### config.mk
export PLATFORM = sky130hd
export DESIGN_NAME = evt_timestamp_packer
export DESIGN_NICKNAME = d
export VERILOG_FILES = /design/src/rtl/lib_arbiter_pkg.sv /design/src/rtl/evt_sync_fifo.sv /design/src/rtl/evt_timestamp_packer.sv
export SDC_FILE = /design/constraint.sdc
export NUM_CORES = 1
export LEC_CHECK = 0
export CAP_MARGIN = 0
export CELL_PAD_IN_SITES_DETAIL_PLACEMENT = 0
export CELL_PAD_IN_SITES_GLOBAL_PLACEMENT = 2
export CORE_UTILIZATION = 49
export DETAILED_ROUTE_END_ITERATION = 16
export GPL_ROUTABILITY_DRIVEN = 0
export MAX_ROUTING_LAYER = met4
export PLACE_DENSITY_LB_ADDON = 0.25
export SYNTH_ARGS = -nofsm -noshare
export SYNTH_HDL_FRONTEND = slang
export SYNTH_HIERARCHICAL = 1
export SYNTH_SLANG_ARGS = --single-unit
### constraint.sdc
create_clock -name clk_i -period 15.9 [get_ports clk_i]
set_clock_uncertainty 0.05 [all_clocks]
set_input_delay 3.975 -clock clk_i [delete_from_list [all_inputs] [get_ports clk_i]]
set_output_delay 3.975 -clock clk_i [all_outputs]
set_load 0.05 [all_outputs]
### src/rtl/lib_arbiter_pkg.sv
// Shared arbiter-side definitions: address/polarity widths, packed event
// word layout and the default event buffer depth used by the timestamp packer.
package lib_arbiter_pkg;

  localparam int ROW_ADD        = 3;
  localparam int COL_ADD        = 3;
  localparam int POLARITY       = 2;
  localparam int SIZE           = 32;
  localparam int WIDTH          = SIZE + ROW_ADD + COL_ADD + 1;
  localparam int EVT_FIFO_DEPTH = 8;

  localparam logic [POLARITY-1:0] POL_ON  = 2'b10;
  localparam logic [POLARITY-1:0] POL_OFF = 2'b01;

  // Packed event word, MSB to LSB: timestamp, row, column, polarity bit.
  typedef struct packed {
    logic [SIZE-1:0]    ts;
    logic [ROW_ADD-1:0] row;
    logic [COL_ADD-1:0] col;
    logic               pol;
  } evt_word_t;

  // Only the two one-hot codes describe a real pixel polarity.
  function automatic logic pol_is_valid(input logic [POLARITY-1:0] pol);
    return (pol == POL_ON) || (pol == POL_OFF);
  endfunction

endpackage

### src/rtl/evt_sync_fifo.sv
// Single-clock FIFO for packed event words. Reads are first-word-fall-through:
// rdata_o shows the head word whenever the buffer is non-empty and zero when
// empty. Pointers wrap naturally because DEPTH is a power of two.
module evt_sync_fifo #(
  parameter int DEPTH = 8,
  parameter int WIDTH = 39,
  localparam int AW = $clog2(DEPTH),
  localparam int LW = AW + 1
) (
  input  logic             clk_i,
  input  logic             reset_i,
  input  logic             push_i,
  input  logic [WIDTH-1:0] wdata_i,
  input  logic             pop_i,
  output logic [WIDTH-1:0] rdata_o,
  output logic             full_o,
  output logic             empty_o,
  output logic [LW-1:0]    level_o
);

  logic [WIDTH-1:0] mem [DEPTH];
  logic [AW-1:0]    wr_ptr;
  logic [AW-1:0]    rd_ptr;
  logic [LW-1:0]    level;
  logic             do_push;
  logic             do_pop;

  assign full_o  = (level == LW'(DEPTH));
  assign empty_o = (level == '0);
  assign do_push = push_i && !full_o;
  assign do_pop  = pop_i && !empty_o;
  assign level_o = level;
  assign rdata_o = empty_o ? '0 : mem[rd_ptr];

  // Control state: pointers and occupancy, cleared by reset.
  always_ff @(posedge clk_i) begin
    if (!reset_i) begin
      wr_ptr <= '0;
      rd_ptr <= '0;
      level  <= '0;
    end else begin
      if (do_push) wr_ptr <= wr_ptr + 1'b1;
      if (do_pop)  rd_ptr <= rd_ptr + 1'b1;
      case ({do_push, do_pop})
        2'b10:   level <= level + 1'b1;
        2'b01:   level <= level - 1'b1;
        default: level <= level;
      endcase
    end
  end

  // Storage: data only, no reset; stale words are masked by empty_o.
  always_ff @(posedge clk_i) begin
    if (do_push) mem[wr_ptr] <= wdata_i;
  end

endmodule

### src/rtl/evt_timestamp_packer.sv
// Event timestamp packer: stamps each arbiter-granted pixel event with a
// free-running cycle counter, packs it as {ts, row, col, pol_bit} and buffers
// it for a ready/valid consumer. Events with an illegal polarity code or
// arriving while the buffer is full are dropped.
// Optional feature: define EVT_DROP_CNT_EN to count dropped events in
// drop_cnt_o (saturating); otherwise drop_cnt_o is tied to zero.
module evt_timestamp_packer
  import lib_arbiter_pkg::*;
#(
  parameter int FIFO_DEPTH = EVT_FIFO_DEPTH,
  parameter int TS_W       = SIZE,
  localparam int LVL_W = $clog2(FIFO_DEPTH) + 1
) (
  input  logic                clk_i,
  input  logic                reset_i,
  input  logic                evt_valid_i,
  input  logic [ROW_ADD-1:0]  evt_row_i,
  input  logic [COL_ADD-1:0]  evt_col_i,
  input  logic [POLARITY-1:0] evt_pol_i,
  output logic                evt_ready_o,
  output logic                out_valid_o,
  output logic [WIDTH-1:0]    out_data_o,
  input  logic                out_ready_i,
  output logic [LVL_W-1:0]    fifo_level_o,
  output logic [15:0]         drop_cnt_o
);

  logic [TS_W-1:0] ts_cnt;
  evt_word_t       word_p0;
  logic            push_vld_p0;
  logic            pop;
  logic            full;
  logic            empty;

  // Free-running timestamp, zero in the first cycle after reset release.
  always_ff @(posedge clk_i) begin
    if (!reset_i) ts_cnt <= '0;
    else          ts_cnt <= ts_cnt + 1'b1;
  end

  // Stage p0: pack the event with the timestamp of the cycle it is sampled.
  always_comb begin
    word_p0     = '0;
    word_p0.ts  = SIZE'(ts_cnt);
    word_p0.row = evt_row_i;
    word_p0.col = evt_col_i;
    word_p0.pol = (evt_pol_i == POL_ON);
  end

  assign evt_ready_o = !full;
  assign push_vld_p0 = evt_valid_i && !full && pol_is_valid(evt_pol_i);
  assign out_valid_o = !empty;
  assign pop         = out_valid_o && out_ready_i;

  evt_sync_fifo #(
    .DEPTH (FIFO_DEPTH),
    .WIDTH (WIDTH)
  ) u_fifo (
    .clk_i   (clk_i),
    .reset_i (reset_i),
    .push_i  (push_vld_p0),
    .wdata_i (word_p0),
    .pop_i   (pop),
    .rdata_o (out_data_o),
    .full_o  (full),
    .empty_o (empty),
    .level_o (fifo_level_o)
  );

`ifdef EVT_DROP_CNT_EN
  logic        drop;
  logic [15:0] drop_cnt;

  function automatic logic [15:0] sat_inc16(input logic [15:0] v);
    return (v == 16'hFFFF) ? v : v + 16'd1;
  endfunction

  assign drop       = evt_valid_i && (full || !pol_is_valid(evt_pol_i));
  assign drop_cnt_o = drop_cnt;

  // Saturating count of every presented event that was not stored.
  always_ff @(posedge clk_i) begin
    if (!reset_i)  drop_cnt <= '0;
    else if (drop) drop_cnt <= sat_inc16(drop_cnt);
  end
`else
  assign drop_cnt_o = '0;
`endif

endmodule

# After elaboration in Yosys (flattened, before gate mapping)
# Memory sizes are Yosys's and may differ from the RTL's. A register that Yosys moved wholly into a read port is not among the register bits.
# Index checks and enable logic that the tools add are counted.
[word_totals]
elab_cells = 31
ff_bits = 42
memories = 1
ramBits = 312
output_inout_bits = 61
[op_classes]
addsub = 5
muxes = 6
n_eq_ne = 5
reduce_logical = 10
[memory_table]
columns = ["name", "words", "word_bits", "rd", "rd_clocked_by_memory_dff", "write_ports", "line_no", "rtl"]
rows = [
  ["u_fifo.mem", 8, 39, 1, 1, 1, "evt_sync_fifo.sv:21", "logic [WIDTH-1:0] mem [DEPTH];"],
]
[op_table]
columns = ["op", "count"]
rows = [
  ["39-bit 2-to-1 mux", 1],
  ["32-bit by 1-bit adder with 32-bit output, second input constant", 1],
  ["4-bit case mux with 2 select lines", 1],
  ["3-bit by 1-bit adder with 3-bit output, second input constant", 2],
  ["3-bit 2-to-1 mux", 2],
  ["1-bit logical AND", 5],
  ["4-bit by 1-bit adder with 4-bit output, second input constant", 1],
  ["2-bit by 1-bit equality test with 1-bit output, second input constant", 2],
  ["2-bit equality test, second input constant", 2],
  ["4-bit equality test, second input constant", 1],
  ["4-bit zero test", 1],
  ["4-bit by 1-bit subtractor with 4-bit output, second input constant", 1],
  ["1-bit zero test", 2],
  ["1-bit 2-to-1 mux", 2],
  ["2-bit nonzero test", 1],
  ["1-bit logical OR", 1],
]

# Longest topological paths before layout
# Gate-level depths: netlist of run 1.
[logic_depth]
ltp_word = 7
depth_mapped = 12
ltp_nobuf = 11

# Cells and area by module
# The synthesis of run 1 kept the hierarchy.
[by_module_without_submodules]
columns = ["module", "instances", "cells_per_inst", "area_per_inst_um2"]
rows = [
  ["evt_sync_fifo", 1, 568, 12488.2],
  ["evt_timestamp_packer", 1, 198, 1670.4],
]

# Worst setup path after synthesis of run 1
# OpenSTA, ideal clock, no wires.
[synth_path]
kind = "in2reg"
start = "in evt_pol_i[0]"
end = "mem u_fifo.mem[0][0], enable pin"
path_slack_ps = 6700
setup_time_ps = 533
arrival_ps = 8618
stages = 5
t_required_ps = 15317
cell_sequence = "inv_1 -> ha_1 -> nor3b_1 -> nand2_4 -> nor4_1"
[synth_between]
elab_chain_cells = 6
word_cells_on_any_way = 7
cone_classes = "2 x eq/ne; 2 x mux; 3 x reduce/logical"
[synth_lines]
columns = ["item", "line_no", "rtl"]
rows = [
  ["start: declaration", "evt_timestamp_packer.sv:19", "input logic [POLARITY-1:0] evt_pol_i,"],
  ["2-bit equality test / 2-bit by 1-bit equality test with 1-bit output (equally long branches)", "lib_arbiter_pkg.sv:25", "return (pol == POL_ON) || (pol == POL_OFF);"],
  ["1-bit logical OR (*)", "lib_arbiter_pkg.sv:25", ""],
  ["1-bit logical AND (*)", "evt_timestamp_packer.sv:51", "assign push_vld_p0 = evt_valid_i && !full && pol_is_valid(evt_pol_i);"],
  ["net push_vld_p0", "evt_timestamp_packer.sv:30", "logic push_vld_p0;"],
  ["1-bit logical AND (*)", "evt_sync_fifo.sv:30", "assign do_push = push_i && !full_o;"],
  ["1-bit 2-to-1 mux (*)", "evt_sync_fifo.sv:54", "if (do_push) mem[wr_ptr] <= wdata_i;"],
  ["1-bit 2-to-1 mux (implied by the code) (*)", "evt_sync_fifo.sv:54", ""],
  ["end: declaration", "evt_sync_fifo.sv:21", ""],
]
# The timed path passes the listed nets; every way through them passes the cells marked *.

==> results of run 1 <==
placed cells by master (no fill, tap or decap), types with 2 or more instances in the layout:
master           synthesis  layout
mux2i_1                 44      44
and3_1                   2       2
o31ai_1                 10      10
clkbuf_8                 0       4
nand2_1                 16      16
xor2_1                  10      10
dfxtp_4                  0       2
conb_1                   1      16
nand3_1                 13      13
bufinv_16                0       4
a21oi_1                 22      22
and4_1                   4       4
nor4_1                   3       2
edfxtp_1               312     312
nor2b_1                  4       4
buf_4                   17      18
nand2b_1                 6       6
dfxtp_1                 45      42
or4_1                   11      11
clkbuf_1                17      10
clkinv_2                 0       5
nor3b_1                  2       2
or3_1                    9       9
nor2_1                  52      49
a21boi_0                 2       2
ha_1                     7       7
clkbuf_16                0      37
nand3b_1                 2       2
mux4_2                  78      78
and2_1                   8       8
nand4_1                 10      10
xnor2_1                  6       6
o21ai_0                  9       9
nor3_2                   0       4
nor2_4                   0       3
inv_1                   10      10
clkdlybuf4s50_1          0      56
layout make-up:
cell class | count | area [sq um]
fillers | 2160 | 11800
flip-flops and latches | 357 | 10300
multi-input cells | 361 | 3650
clock buffers | 51 | 1020
repair buffers | 74 | 696
well taps | 378 | 473
clock inverters | 10 | 149
inverters | 10 | 37.5
cells by family after synthesis:
| logic type | Yosys count |
|---|---|
| other cells | 1 |
| buf+inv | 63 |
| xor+xnor | 16 |
| flops | 357 |
| mux | 122 |
| simple gates | 156 |
| fa+ha+maj | 7 |
| compound gates | 44 |
power by group:
| group | internal (uW) | switching, uW | leakage [uW] | total [uW] |
|---|---|---|---|---|
| combinational | 88.6 | 162 | 0.00123 | 250 |
| clock | 509 | 325 | 0.000574 | 835 |
| sequential | 1030 | 12.6 | 0.00324 | 1040 |
| total | 1620 | 500 | 0.00505 | 2120 |
worst min-delay path by stage:
stage | slack (ps) | from | to | cells past startpoint
after floorplan | 450 | ts_cnt[0]$_SDFF_PN0_ | ts_cnt[0]$_SDFF_PN0_ | 1
final | 510 | u_fifo/level_o[3]$_SDFFE_PN0P_ | u_fifo/level_o[3]$_SDFFE_PN0P_ | 2
after CTS | 520 | u_fifo/rd_ptr[1]$_SDFFE_PN0P_ | register | 2
after global placement | 460 | u_fifo/rd_ptr[1]$_SDFFE_PN0P_ | register | 2
after global routing | 570 | u_fifo/level_o[3]$_SDFFE_PN0P_ | u_fifo/level_o[3]$_SDFFE_PN0P_ | 2
after detailed placement | 510 | u_fifo/rd_ptr[1]$_SDFFE_PN0P_ | register | 2
state kept, by name (all words and copies together) (netlist names), named ones only:
signal          count
u_fifo/mem        312
u_fifo/wr_ptr       3
u_fifo/level_o      4
u_fifo/rd_ptr       3
ts_cnt             32
metrics by stage:
step / hold slack, ps / cells
2_1_floorplan: 446 / 781
3_5_place_dp: 511 / 1180
4_1_cts: 518 / 1241
6_report: 513 / 1241
5_1_grt: 566 / 1241
3_3_place_gp: 462 / 1180
routing by layer:
layer | GRT usage, % | vias to the layer above | routed length, um
met4 | 5.27 | 0 | 463
met2 | 32.7 | 126 | 13900
met1 | 25.9 | 3691 | 11900
met3 | 2.63 | 42 | 857
met5 | - | - | 0
li1 | - | 3175 | -
critical path, delay by kind of cell, from the launching register on:
kind,cells,cell delay [ps]
multiplexers,2,800
AND/OR/NAND/NOR,1,110
flip-flops,1,710
buffers and inverters,2,1650
==> flow_summary_export.csv, run 1 <==
group,metric,value,unit
die,core,28100,sq um
drt,drc,0,
drt,via_per_inst,5.67,
synthesis,avgSynthCellArea,18.5,sq um
cts,htree_levels,2,
cts,cts_root_buf,"clkbuf_16",
placed_design,dpl-instance-area,15100,sq um
drt,vias,7034,
worst_setup_path,reg2reg_depth,6,
finish,syn2layout_area_growth,15.1,%
sta,slew_headroom,21.0,%
worst_setup_path,critPathMaxStageDelay,920,ps
synthesis,syn_inst,766,
synthesis,synthAdderAreaFrac,0.619,%
die,die_h,172,um
global_routing,grt_pass1_wl,42100,um
cts,cts_tree,"built",
global_routing,grt_pass1_vias,7330,
worst_setup_path,path_cells,"buf_4 -> mux4_2 -> mux2i_1 -> nor2_1 -> clkdlybuf4s50_1",
synthesis,synth_most_common_cell,"edfxtp_1",
finish,n_antenna_cell,0,
cts,clk_latency,500,ps
synthesis,synth_top_family_by_area,"multiplexers",
power_and_ir_drop,p_total,2120,uW
synthesis,synth_area_leader_cell,"edfxtp_1",
synthesis,synth-seq-area-share,72.5,%
worst_setup_path,startpoint_type,"register",
die,fp.dieArea,29600,sq um
cts,numClockSinks,357,
sta,period_needed,7840,ps
sta,finalHoldViolCount,0,
cts,cts.clk_slew.worst_paths,60,ps
worst_setup_path,endpoint,"out_data_o[7]",
sta,worst_slew_pin_slew,1190,ps
sta,maxSlewViolCount,0,
power_and_ir_drop,power_density,130,nW/um^2
placed_design,io_buffers,56,
sta,setup_viol,0,
synthesis,async_reset_ff_share,0,%
min_path,hold_path.class,"register to register",
sta,setup-tns-final,0,ps
sta,finalCritPeriodShare,49.3,%
global_routing,grt_start_max_net_pins,79,
synthesis,synth_mux_area_share,15.5,%
worst_setup_path,reg2reg_from,"u_fifo/level_o[1]$_SDFFE_PN0P_",
synthesis,syn_area,14200,sq um
synthesis,ys_types,46,
power_and_ir_drop,leakagePower,0.00505,uW
synthesis,synth_flop_cell,"edfxtp_1",
synthesis,ys_warn_count,6,
global_routing,grt_usage,19.8,%
synthesis,synth_compound_area_share,1.79,%
worst_setup_path,arrival,3810,ps
drt,drtIter0Drc,540,
drt,post_drt_wl_per_cell,21.9,um
global_routing,grt_antenna_before_repair,0,
cts,ctsHoldBuffers,0,
worst_setup_path,crit_required,11880,ps
worst_setup_path,path_class,"register to output port",
synthesis,yosys.area_share.simple,6.01,%
synthesis,synth-seq-cells,357,
global_routing,overflow,0,
die,num_rows,61,
cts,cts_buffers,37,
synthesis,synth_xor_area_share,0.990,%
worst_setup_path,r2r_slack,12430,ps
status,outcome,"complete, no violations",
finish,nets,860,
worst_setup_path,critPathSlowestCell,"buf_4",
flow_run,drv_cap,0,
synthesis,netlist.area_leader.share,66.2,%
cts,ctsResizeCount,0,
drt,antenna_left,0,
placed_design,dp_slack,8480,ps
drt,drt-pass1-iter-count,5,
power_and_ir_drop,peakVddDrop,0.0995,mV
drt,wirelength,27100,um
worst_setup_path,reg2reg_to,"u_fifo/mem[7][23]$_DFFE_PP_",
synthesis,yosys-top-cells-count,"edfxtp_1, mux4_2, nor2_1",
cts,cts.path.max_buffers,3,
finish,fin_util,58.0,%
synthesis,synth_area_leaders,"edfxtp_1, mux4_2, dfxtp_1",
die,start_util,50.4,%
die,ios,73,
sta,max_freq,128,MHz
die,die_x,172,um
finish,fin_area,16300,sq um
sta,rsz0062_at_grt,"false",
sta,worst_slack,8060,ps
cts,postCtsSetupBuffers,0,
synthesis,synth-edff-count,312,
worst_setup_path,end_kind,"output port",
placed_design,dp_hpwl,15200,um
worst_setup_path,crit_fanout,52,
finish,drive_above_1_share,19.1,%
Note: power is estimated with default switching activity, not from simulation.
==> run 2: changes to the inputs <==
Settings changed: CORE_UTILIZATION 49 to 46.
Clock period 15.9 ns to 7.4 ns, I/O delays scaled along.
==> flow_summary_export.csv, run 2 (synthesis results as in run 1) <==
group,metric,value,unit
finish,final_common_cell,"edfxtp_1",
cts,clk_latency,510,ps
cts,cts.path.max_buffers,3,
power_and_ir_drop,leakagePower,0.00507,uW
die,num_rows,63,
worst_setup_path,critPathMaxStageDelay,1050,ps
finish,n_antenna_cell,0,
global_routing,busiest_layer,"met2",
sta,maxSlewViolCount,0,
die,fp.dieArea,31500,sq um
die,die_h,177,um
status,outcome,"complete, no violations",
cts,ctsHoldBuffers,0,
finish,drive_above_1_share,19.5,%
placed_design,io_buffers,56,
cts,cts.clk_slew.worst_paths,60,ps
global_routing,grt_antenna_before_repair,0,
drt,drt-pass1-iter-count,5,
worst_setup_path,critPathSlowestCell,"dfxtp_4",
die,ios,73,
worst_setup_path,crit_required,5500,ps
power_and_ir_drop,power_density,281,nW/um^2
cts,numClockSinks,357,
drt,drtIter0Drc,393,
worst_setup_path,end_kind,"output port",
min_path,holdPathStages,2,
finish,nFillCells,2322,
drt,via_per_inst,5.59,
power_and_ir_drop,peakVddDrop,0.196,mV
sta,setup_viol,0,
global_routing,grt_pass1_vias,7454,
sta,slew_headroom,24.1,%
sta,setup-tns-final,0,ps
power_and_ir_drop,netSwitchingPower,1100,uW
placed_design,dp_hpwl,15700,um
finish,top_register,"u_fifo/mem",
global_routing,grt_usage,18.5,%
power_and_ir_drop,swShare,23.9,%
cts,cts_tree,"built",
sta,hold_ws,501,ps
drt,drc,0,
min_path,hold_path.class,"register to register",
power_and_ir_drop,internal_power,3500,uW
worst_setup_path,startpoint_type,"register",
global_routing,met3_usage,2.83,%
power_and_ir_drop,p_total,4600,uW
global_routing,met2_usage,31.3,%
worst_setup_path,crit_fanout,52,
worst_setup_path,path_cells,"buf_12 -> mux4_2 -> mux2i_1 -> nor2_1 -> clkdlybuf4s50_1",
cts,postCtsSetupBuffers,0,
finish,nets,857,
cts,ctsResizeCount,0,
die,die_x,177,um
worst_setup_path,crit_buf_inv,2,
drt,antenna_left,0,
global_routing,grt_pass1_wl,42800,um
power_and_ir_drop,combPwrFrac,11.5,%
drt,wirelength,27200,um
power_and_ir_drop,pwr-share-clk,39.7,%
finish,layout_common_cells,"edfxtp_1, mux4_2, clkdlybuf4s50_1, nor2_1, mux2i_1",
cts,cts_buffers,38,
worst_setup_path,cp_top_family,"flip-flops",
cts,htree_levels,2,
global_routing,grt_start_max_net_pins,53,
power_and_ir_drop,pwr-share-seq,48.8,%
sta,worst_slew_pin_slew,1140,ps
global_routing,overflow,0,
finish,seq_area,10300,sq um
drt,vias,7032,
sta,rsz0062_at_grt,"false",
finish,multi_input_comb_area,3650,sq um
die,start_util,47.3,%
global_routing,met1_usage,23.5,%
flow_run,drv_cap,0,
worst_setup_path,cp_num_cells,5,
sta,finalHoldViolCount,0,
die,core,30000,sq um
sta,finalCritPeriodShare,71.9,%
sta,period_needed,5320,ps
drt,post_drt_wl_per_cell,21.7,um
cts,cts_root_buf,"clkbuf_16",
sta,max_freq,188,MHz
worst_setup_path,arrival,3420,ps
finish,syn2layout_area_growth,15.5,%
worst_setup_path,reg2reg_depth,6,
worst_setup_path,path_class,"register to output port",
finish,largest_reg_flops,312,
==> run 2: worst register-to-register path, stage by stage (launching register included) <==
cell     delay, ps
dfxtp_1        500
or4b_1         310
inv_1           90
nor3b_1        540
nand3_1        430
nor2_4         990
buf_4          380
==> run 2: through the flow <==
step                worst slack [ps]  cell area [sq um]  util [%]  cells
finish                          2080              16400      54.6   1257
global route                    1800              16400      54.6   1257
CTS                             1930              16400      54.6   1257
detailed placement              2060              15100      50.5   1188
global placement                2120              15100      50.5   1188
floorplan                        325              14200         -    781
==> run 2: layout make-up <==
| cell class | instances | area share [%] |
|---|---|---|
| flip-flops and latches | 357 | 62.8 |
| multi-input cells | 361 | 22.3 |
| clock buffers | 58 | 7.01 |
| repair buffers | 70 | 4.15 |
| well taps | 390 | 2.98 |
| clock inverters | 11 | 0.497 |
| inverters | 10 | 0.229 |
==> run 2: layer usage <==
layer | part of all wire [%] | vias to the layer above
li1 | - | 3178
met1 | 43 | 3676
met2 | 51 | 131
met3 | 3.6 | 47
met4 | 2.0 | 0
met5 | 0 | -
==> run 2: final timing paths <==
check / start / to / slack (ps)
setup reg to reg: u_fifo/level_o[2]$_SDFFE_PN0P_ / u_fifo/mem[6][25]$_DFFE_PP_ / 3780
hold / removal: u_fifo/level_o[3]$_SDFFE_PN0P_ / u_fifo/level_o[3]$_SDFFE_PN0P_ / 500
setup / recovery: register / out_data_o[29] / 2080
hold reg to reg: u_fifo/level_o[3]$_SDFFE_PN0P_ / u_fifo/level_o[3]$_SDFFE_PN0P_ / 500
==> run 2: power groups by stage <==
stage / Combinational [uW] / Sequential, uW / Clock (uW)
6_report: 530 / 2240 / 1820
5_1_grt: 561 / 2250 / 1950
4_1_cts: 539 / 2240 / 1870
3_5_place_dp: 538 / 2290 / 0
3_3_place_gp: 533 / 2280 / 0
2_1_floorplan: 382 / 2270 / 0
==> run 3: changes to the inputs <==
Clock period 7.4 ns to 5 ns, I/O delays scaled along.
==> flow_summary_export.csv, run 3 (synthesis results as in run 1) <==
group,metric,value,unit
status,outcome,"complete, no violations",
global_routing,grt_pass1_wl,42300,um
die,num_rows,63,
power_and_ir_drop,combPwrFrac,11.7,%
power_and_ir_drop,p_total,6830,uW
global_routing,overflow,0,
placed_design,dpl-instance-area,15200,sq um
worst_setup_path,startpoint_type,"register",
finish,largest_reg_flops,312,
min_path,hold_path.class,"register to register",
finish,final_common_cell,"edfxtp_1",
worst_setup_path,critPathSlowestCell,"clkdlybuf4s50_1",
power_and_ir_drop,swShare,24.0,%
finish,drive_above_1_share,19.7,%
die,start_util,47.3,%
sta,period_needed,4490,ps
sta,max_freq,223,MHz
sta,worst_slew_pin_slew,982,ps
cts,htree_levels,2,
finish,syn2layout_area_growth,16.2,%
die,die_x,177,um
sta,maxSlewViolCount,0,
sta,setup_viol,0,
power_and_ir_drop,pwr-share-clk,40.0,%
die,die_h,177,um
cts,cts.path.max_buffers,3,
worst_setup_path,crit_required,3700,ps
sta,worst_slack,514,ps
finish,n_antenna_cell,0,
worst_setup_path,crit_fanout,22,
die,core,30000,sq um
cts,ctsResizeCount,0,
power_and_ir_drop,leakagePower,0.00508,uW
finish,layout_common_cells,"edfxtp_1, mux4_2, clkdlybuf4s50_1, nor2_1, mux2i_1",
worst_setup_path,critPathMaxStageDelay,720,ps
global_routing,grt_antenna_before_repair,0,
drt,drc,0,
sta,slew_headroom,34.4,%
die,fp.dieArea,31500,sq um
finish,nFillCells,2323,
finish,seq_area,10300,sq um
drt,drt-pass1-iter-count,4,
sta,rsz0062_at_grt,"false",
drt,antenna_left,0,
cts,cts_buffers,38,
cts,cts_root_buf,"clkbuf_16",
drt,via_per_inst,5.62,
drt,drtIter0Drc,485,
cts,postCtsSetupBuffers,0,
finish,fin_area,16400,sq um
power_and_ir_drop,internal_power,5190,uW
placed_design,dp_slack,674,ps
flow_run,drv_cap,0,
placed_design,dp_hpwl,14600,um
worst_setup_path,path_cells,"buf_4 -> mux4_2 -> mux2i_1 -> nor2_1 -> clkdlybuf4s50_1",
cts,numClockSinks,357,
drt,post_drt_wl_per_cell,21.7,um
finish,multi_input_comb_area,3660,sq um
finish,top_register,"u_fifo/mem",
cts,cts_tree,"built",
global_routing,grt_start_max_net_pins,79,
sta,setup-tns-final,0,ps
sta,finalCritPeriodShare,89.7,%
drt,wirelength,27200,um
power_and_ir_drop,peakVddDrop,0.276,mV
power_and_ir_drop,power_density,416,nW/um^2
finish,nets,859,
global_routing,grt_pass1_vias,7416,
cts,ctsHoldBuffers,0,
drt,vias,7074,
power_and_ir_drop,pwr-share-seq,48.3,%
worst_setup_path,path_class,"register to output port",
worst_setup_path,end_kind,"output port",
placed_design,io_buffers,56,
global_routing,grt_usage,18.5,%
power_and_ir_drop,netSwitchingPower,1640,uW
die,ios,73,
sta,finalHoldViolCount,0,
finish,fin_util,54.9,%
cts,cts.clk_slew.worst_paths,60,ps
worst_setup_path,arrival,3190,ps
cts,clk_latency,510,ps
run 3: critical path: cells and delay by family, from the launching register on:
family | cells | cell delay, ps
multiplexers | 2 | 770
buffers and inverters | 2 | 1200
AND/OR/NAND/NOR | 1 | 80
flip-flops | 1 | 610
run 3: path summary, 6_finish.rpt:
check | start | endpoint | slack, ps | cells past startpoint
max | register | out_data_o[6] | 510 | 5
min | u_fifo/rd_ptr[1]$_SDFFE_PN0P_ | register | 490 | 2
max reg2reg | u_fifo/level_o[1]$_SDFFE_PN0P_ | u_fifo/level_o[2]$_SDFFE_PN0P_ | 1770 | 11
min reg2reg | u_fifo/rd_ptr[1]$_SDFFE_PN0P_ | register | 490 | 2
run 3: area by class of cell:
class                   instances  share of cell area, %
repair buffers                 72                   4.52
well taps                     390                   2.97
flip-flops and latches        357                   62.5
clock buffers                  46                   6.35
clock inverters                22                   1.16
inverters                      10                  0.228
multi-input cells             361                   22.3
run 3: stage by stage:
step	std cells	hold WS, ps
after floorplan	781	446
after global placement	1190	470
after detailed placement	1190	483
after CTS	1258	494
after global routing	1258	515
final	1258	487
run 3: metal layers:
layer  wire length [um]  vias to the layer above  GRT usage, %  part of all wire, %
met4                698                        0          5.59                  2.6
met1              11700                     3658          23.8                   43
met5                  0                        -             -                    0
li1                   -                     3188             -                    -
met3                967                       66          2.42                  3.5
met2              13900                      162          30.8                   51
run 3: power groups by stage:
stage	Sequential [uW]	Clock, uW	Combinational, uW
after floorplan	3360	0	566
final	3300	2730	800
after global routing	3310	2910	847
after global placement	3360	0	807
after detailed placement	3370	0	813
after CTS	3300	2800	816
